==> config.mk <==
export PLATFORM = sky130hd
export DESIGN_NAME = alu_exec_unit
export DESIGN_NICKNAME = d
export VERILOG_FILES = /design/src/rtl/alu_exec_unit.sv
export SDC_FILE = /design/constraint.sdc
export NUM_CORES = 1
export LEC_CHECK = 0
export BUFFER_PORTS_ARGS = -buffer_cell sky130_fd_sc_hd__buf_2
export CORE_MARGIN = 3
export CORE_UTILIZATION = 25
export CTS_CLUSTER_SIZE = 40
export DETAILED_ROUTE_END_ITERATION = 8
export PLACE_DENSITY = 0.39
export SYNTH_ARGS = -nofsm -noshare
export SYNTH_HDL_FRONTEND = slang
export SYNTH_SLANG_ARGS = --single-unit
==> constraint.sdc <==
create_clock -name clk -period 2 [get_ports clk]
set_clock_uncertainty 0.05 [all_clocks]
set_input_delay 0.4 -clock clk [delete_from_list [all_inputs] [get_ports clk]]
set_output_delay 0.4 -clock clk [all_outputs]
set_load 0.005 [all_outputs]
==> src/rtl/alu_exec_unit.sv <==
// alu_exec_unit -- registered ALU execute stage with valid/ready handshake on
// both sides. Decodes a main-decoder alu_op plus R-type funct into a 4-bit
// control code, computes add/sub/and/or/slt/nor in a single cycle and holds
// the result until the consumer takes it.
//
// Optional feature: define ALU_EXEC_SHIFT_EN to add iterative sll/srl
// (funct 000000 / 000010, amount b[SHW-1:0], one bit per cycle).
//
// Ports:
//   clk, rst_n        clock, asynchronous active-low reset
//   in_valid/in_ready request handshake (alu_op, funct, a, b)
//   out_valid/out_ready result handshake (result, zero, alu_ctl, illegal)
//   zero              result == 0, derived from the registered result
//   alu_ctl           control code of the completed operation
//   illegal           completed operation had an undecodable alu_op/funct
module alu_exec_unit #(
  parameter int WIDTH = 32,
  parameter int SHW   = $clog2(WIDTH)
) (
  input  logic             clk,
  input  logic             rst_n,
  input  logic             in_valid,
  output logic             in_ready,
  input  logic [1:0]       alu_op,
  input  logic [5:0]       funct,
  input  logic [WIDTH-1:0] a,
  input  logic [WIDTH-1:0] b,
  output logic             out_valid,
  input  logic             out_ready,
  output logic [WIDTH-1:0] result,
  output logic             zero,
  output logic [3:0]       alu_ctl,
  output logic             illegal
);

  typedef enum logic [1:0] {IDLE, BUSY, HOLD} state_e;

  typedef enum logic [3:0] {
    CTL_AND = 4'b0000,
    CTL_OR  = 4'b0001,
    CTL_ADD = 4'b0010,
    CTL_SUB = 4'b0110,
    CTL_SLT = 4'b0111,
    CTL_SLL = 4'b1000,
    CTL_SRL = 4'b1001,
    CTL_NOR = 4'b1100,
    CTL_ILL = 4'b1111
  } ctl_e;

  state_e           state_q, state_d;
  logic [WIDTH-1:0] result_q, result_d;
  ctl_e             ctl_q, ctl_d;
  logic             illegal_q, illegal_d;
  // Low while in reset, high from the first clock edge after release, so
  // in_ready stays deasserted until the unit has seen a clock.
  logic             init_q;

  ctl_e             dec_ctl;
  logic [WIDTH-1:0] op_res;
  logic             accept;

`ifdef ALU_EXEC_SHIFT_EN
  logic [SHW-1:0]   cnt_q, cnt_d;
  logic [SHW-1:0]   amt;
  assign amt = b[SHW-1:0];
`endif

  always_comb begin
    dec_ctl = CTL_ILL;
    case (alu_op)
      2'b00: dec_ctl = CTL_ADD;
      2'b01: dec_ctl = CTL_SUB;
      2'b10: begin
        case (funct)
          6'b100000: dec_ctl = CTL_ADD;
          6'b100010: dec_ctl = CTL_SUB;
          6'b100100: dec_ctl = CTL_AND;
          6'b100101: dec_ctl = CTL_OR;
          6'b101010: dec_ctl = CTL_SLT;
          6'b100111: dec_ctl = CTL_NOR;
`ifdef ALU_EXEC_SHIFT_EN
          6'b000000: dec_ctl = CTL_SLL;
          6'b000010: dec_ctl = CTL_SRL;
`endif
          default:   dec_ctl = CTL_ILL;
        endcase
      end
      default: dec_ctl = CTL_ILL;
    endcase
  end

  always_comb begin
    op_res = '0;
    case (dec_ctl)
      CTL_ADD: op_res = a + b;
      CTL_SUB: op_res = a - b;
      CTL_AND: op_res = a & b;
      CTL_OR:  op_res = a | b;
      CTL_NOR: op_res = ~(a | b);
      CTL_SLT: op_res[0] = $signed(a) < $signed(b);
`ifdef ALU_EXEC_SHIFT_EN
      // Shifts load the operand; BUSY then shifts it one bit per cycle.
      CTL_SLL, CTL_SRL: op_res = a;
`endif
      default: op_res = '0;
    endcase
  end

  assign in_ready = init_q & ((state_q == IDLE) | ((state_q == HOLD) & out_ready));
  assign accept   = in_valid & in_ready;

  always_comb begin
    state_d   = state_q;
    result_d  = result_q;
    ctl_d     = ctl_q;
    illegal_d = illegal_q;
`ifdef ALU_EXEC_SHIFT_EN
    cnt_d     = cnt_q;
`endif
    case (state_q)
      BUSY: begin
`ifdef ALU_EXEC_SHIFT_EN
        result_d = (ctl_q == CTL_SLL) ? (result_q << 1) : (result_q >> 1);
        cnt_d    = cnt_q - SHW'(1);
        if (cnt_q == SHW'(1)) state_d = HOLD;
`else
        state_d = IDLE;
`endif
      end
      default: begin
        if ((state_q == HOLD) && out_ready) state_d = IDLE;
        if (accept) begin
          result_d  = op_res;
          ctl_d     = dec_ctl;
          illegal_d = (dec_ctl == CTL_ILL);
          state_d   = HOLD;
`ifdef ALU_EXEC_SHIFT_EN
          if (((dec_ctl == CTL_SLL) || (dec_ctl == CTL_SRL)) && (amt != '0)) begin
            state_d = BUSY;
            cnt_d   = amt;
          end
`endif
        end
      end
    endcase
  end

  always_ff @(posedge clk or negedge rst_n) begin
    if (!rst_n) begin
      state_q   <= IDLE;
      result_q  <= '0;
      ctl_q     <= CTL_AND;
      illegal_q <= 1'b0;
      init_q    <= 1'b0;
`ifdef ALU_EXEC_SHIFT_EN
      cnt_q     <= '0;
`endif
    end else begin
      state_q   <= state_d;
      result_q  <= result_d;
      ctl_q     <= ctl_d;
      illegal_q <= illegal_d;
      init_q    <= 1'b1;
`ifdef ALU_EXEC_SHIFT_EN
      cnt_q     <= cnt_d;
`endif
    end
  end

  assign out_valid = (state_q == HOLD);
  assign result    = result_q;
  assign zero      = (result_q == '0);
  assign alu_ctl   = ctl_q;
  assign illegal   = illegal_q;

endmodule

==> results.md <==
| Step | Metric | This run |
|---|---|---|
| status | Result of the run | finished with violations |
| status | Violations in the final reports | negative setup slack |
| setup path | Register-to-Register Path Depth | 8 |
| timing | Crit path setup slack, layout | -0.983 ns |
| floorplan | Standard-cell row count | 57 |
| logic synthesis | Dominant cell type by area after synthesis | ha_1 |
| logic synthesis | Count of yosys warnings during synthesis | 0 |
| drt | Antenna Violating Nets Remaining | 0 |
| timing | Total negative slack | -21.16 ns |
| cells and area | Post-Route Utilization | 0.449 |
| logic synthesis | Mean instance size in the synthesized netlist | 7.15 µm² |
| logic synthesis | Post-synthesis instance area | 0.00637 mm² |
| setup path | Arrival time at the worst endpoint | 3.15 ns |
| logic synthesis | Top cells by area in the synthesized netlist | ha_1, dfrtp_1, a21oi_1 |
| placement | IO buf count | 115 |
| setup path | Startpoint class of the critical path | input port |
| logic synthesis | Commonest cells in the netlist | a21oi_1, nor2_1, ha_1 |
| floorplan | Effective utilization at floorplan | 0.258 |
| placement | Final weighted congestion of routability-driven global placement | 0.869 |
| timing | Count of endpoints failing hold in the final timing report | 0 |
| cells and area | Post-route non-filler standard cell count | 1,631 |
| grt | Final global-route overflow total | 0 |
| cells and area | Layout-stage area growth over the synthesis result | 73.9% |
| drt | Initial DRC Count | 565 |
| logic synthesis | Net Count, Synth | 1,065 |
| grt | Via count of the first global-routing pass | 7,928 |
| timing | Clock period minus final worst setup slack | 2.98 ns |
| grt | Initial antenna violation count | 0 |
| grt | Global router's overall resource usage | 0.193 |
| floorplan | Die Outline Area | 0.0274 mm² |
| clock tree | Buffer cell driving the clock tree root | clkbuf_16 |
| timing | Transition at the pin with the smallest max-transition slack | 0.648 ns |
| timing | Total of endpoints with negative setup slack in the final report | 33 |
| power and ir drop | Power density over the cells | 483 mW/mm² |
| setup path | Crit-path max cell delay | 0.48 ns |
| cells and area | Final Instance Area | 0.0111 mm² |
| timing | Crit share post-route | 1.49 |
| logic synthesis | Flop and latch count out of synthesis | 39 |
| setup path | CP Cell Sequence | buf_8 -> ha_4 -> fa_2 -> a21oi_2 -> o211ai_1 -> a41oi_2 -> buf_6 -> nor4_4 -> o41a_1 -> and3_4 -> buf_4 -> o21ai_0 -> nand3_1 -> a31oi_1 |
| clock tree | # H-tree levels | 2 |
| placement | Post-placement cell area | 0.00968 mm² |
| placement | DP HPWL | 22,300 µm |
| floorplan | Chip height | 166 µm |
| power and ir drop | Worst voltage drop across the vdd grid | 0.000351 V |
| floorplan | Standard cell core area | 0.0247 mm² |
| cells and area | Reg area | 976 µm² |
| logic synthesis | Sequential element share of the synthesized area | 0.153 |
| clock tree | Clk Latency, worst-skew pair | 0.30 ns |
| cells and area | N_diodes | 0 |
| min path | Worst min-delay path class | in2async |
| cells and area | Number of inserted filler cells in the final layout | 2,556 |
| clock tree | Buffers from clock root to sink, at most | 2 |
| drt | Via count | 8,031 |
| timing | Max transition margin | 0.568 |
| cells and area | Multi-input combinational cell area | 0.00569 mm² |
| setup path | Crit end category | flop |
| placement | Worst slack, placed | -1.48 ns |
| logic synthesis | Most common cell in the netlist | a21oi_1 |
| setup path | Data required time of the critical path | 2.17 ns |
| logic synthesis | Area share of the largest cell type after synthesis | 0.188 |
| logic synthesis | Share of synthesized flip-flops with an asynchronous set or reset | 1.00 |
| timing | Maximum clock frequency | 335 MHz |
| drt | Via/cell ratio | 4.92 |
| cells and area | Fraction of final layout cells sized beyond drive strength 1 | 0.478 |
| drt | DRC violation count after routing | 0 |
| clock tree | CTS tree | done |
| clock tree | CTS sink cnt | 39 |
| setup path | Crit path max fanout | 3 |
| floorplan | Total I/O pin count | 116 |
| drt | DRT Pass-1 Iters | 5 |
| grt | Global-route wire length before repair | 43,700 µm |
| flow run | Number of max-capacitance violations reported | 0 |
| grt | Pin count of the biggest net entering global routing | 35 |
| logic synthesis | Number of synthesized flops with an enable pin | 0 |
| cells and area | Net total in the final layout | 1,480 |
| setup path | Worst Setup Path Type | in2reg |
| logic synthesis | Library cells used by synthesis | 70 |
| clock tree | Inserted Clock Buffers | 5 |
| setup path | CP max-delay cell | o41a_1 |
| timing | Final number of max-transition violations | 0 |
| floorplan | Die X-Extent | 166 µm |
| logic synthesis | Synth Instances | 891 |
| clock tree | Clock edge transition at the registers on the reported setup and hold paths | 0.06 ns |
| logic synthesis | Dominant synthesized flop cell | dfrtp_1 |
| power and ir drop | P_leak | 5.33 nW |
| drt | Average wire length per cell after detail routing | 17.1 µm |
| drt | Wire length reported by the detailed router | 27,900 µm |
| placement | Cell count after placement | 1,586 |
| timing | RSZ-0062 raised after global routing | yes |
==> routing by layer <==
metal | track usage | vias to the layer above | wire length [µm]
met1 | 0.280 | 3769 | 13600
li1 | - | 4012 | -
met2 | 0.310 | 223 | 12600
met5 | 0 | - | 0
met4 | 0.0329 | 0 | 362
met3 | 0.0279 | 27 | 1370
==> layout make-up <==
class	count	area share
Multi-Input combinational cell	704	0.514
Timing Repair Buffer	459	0.308
Clock buffer	6	0.0116
Clock inverter	2	0.00542
Tap cell	324	0.0366
Sequential cell	39	0.0881
Inverter	97	0.0368
==> cells by family (layout without fill, tap and decap cells) <==
family	Yosys count	in the layout	synth area share
simple gates	276	276	0.203
xor+xnor	30	30	0.0412
mux	5	5	0.00785
fa+ha+maj	98	98	0.195
flops	39	39	0.153
compound gates	294	294	0.302
other cells	1	1	0.000588
buf+inv	148	564	0.0978
==> state kept, by name, indices dropped and copies added, names as in the netlist <==
signal and count:
init_q 1, illegal 1, state_q 1, result 32, alu_ctl 4
==> critical path, delay by kind of cell <==
family	cells	cell delay, ns
buf+inv	3	0.39
simple gates	3	0.39
fa+ha+maj	2	0.52
compound gates	6	1.45
==> final timing paths <==
check	start	to	slack [ns]
min reg2reg	alu_ctl[1]	alu_ctl[1]	0.43
max reg2reg	state_q[1]	result[14]	0.07
min	rst_n	state_q[1]	0.07
max in group asynchronous	rst_n	result[10]	1.19
max	b[0]	result[30]	-0.98
min in group clk	out_ready	state_q[1]	0.42
==> report_power, final <==
part / internal, mW / leakage, nW / switching [mW]
clock: 0.717 / 0.0911 / 0.373
combinational: 1.62 / 4.76 / 1.56
sequential: 0.942 / 0.481 / 0.142
==> layout by cell type, fill, tap and decap left out, types with 10 or more instances in the layout <==
| master | n |
|---|---|
| nor3_1 | 17 |
| o21ai_1 | 26 |
| nand3_1 | 17 |
| buf_6 | 31 |
| inv_1 | 72 |
| ha_1 | 82 |
| a222oi_1 | 18 |
| nand2_1 | 56 |
| o21ai_0 | 21 |
| a21o_1 | 12 |
| buf_2 | 104 |
| buf_4 | 314 |
| nor2_1 | 90 |
| a31oi_1 | 13 |
| ha_4 | 10 |
| a21oi_1 | 79 |
| xnor2_1 | 23 |
| inv_2 | 16 |
| a21oi_2 | 19 |
| dfrtp_1 | 39 |
==> timing repair <==
item	in CTS	in global routing
hold buffers	0	0
pin swaps	81	70
endpoints found under the hold margin	0	0
resized for setup	127	65
setup buffers	23	15
endpoints found under the setup margin	33	33
gates cloned	0	1
==> per-stage QoR <==
stage / power, mW / hold slack [ns]
2_1_floorplan: 2.40 / 0.0544
3_3_place_gp: 3.81 / 0.408
3_5_place_dp: 3.81 / 0.412
4_1_cts: 5.21 / 0.0886
5_1_grt: 5.70 / 0.101
6_report: 5.35 / 0.0709
No activity file was read; power rests on OpenSTA's default activity.
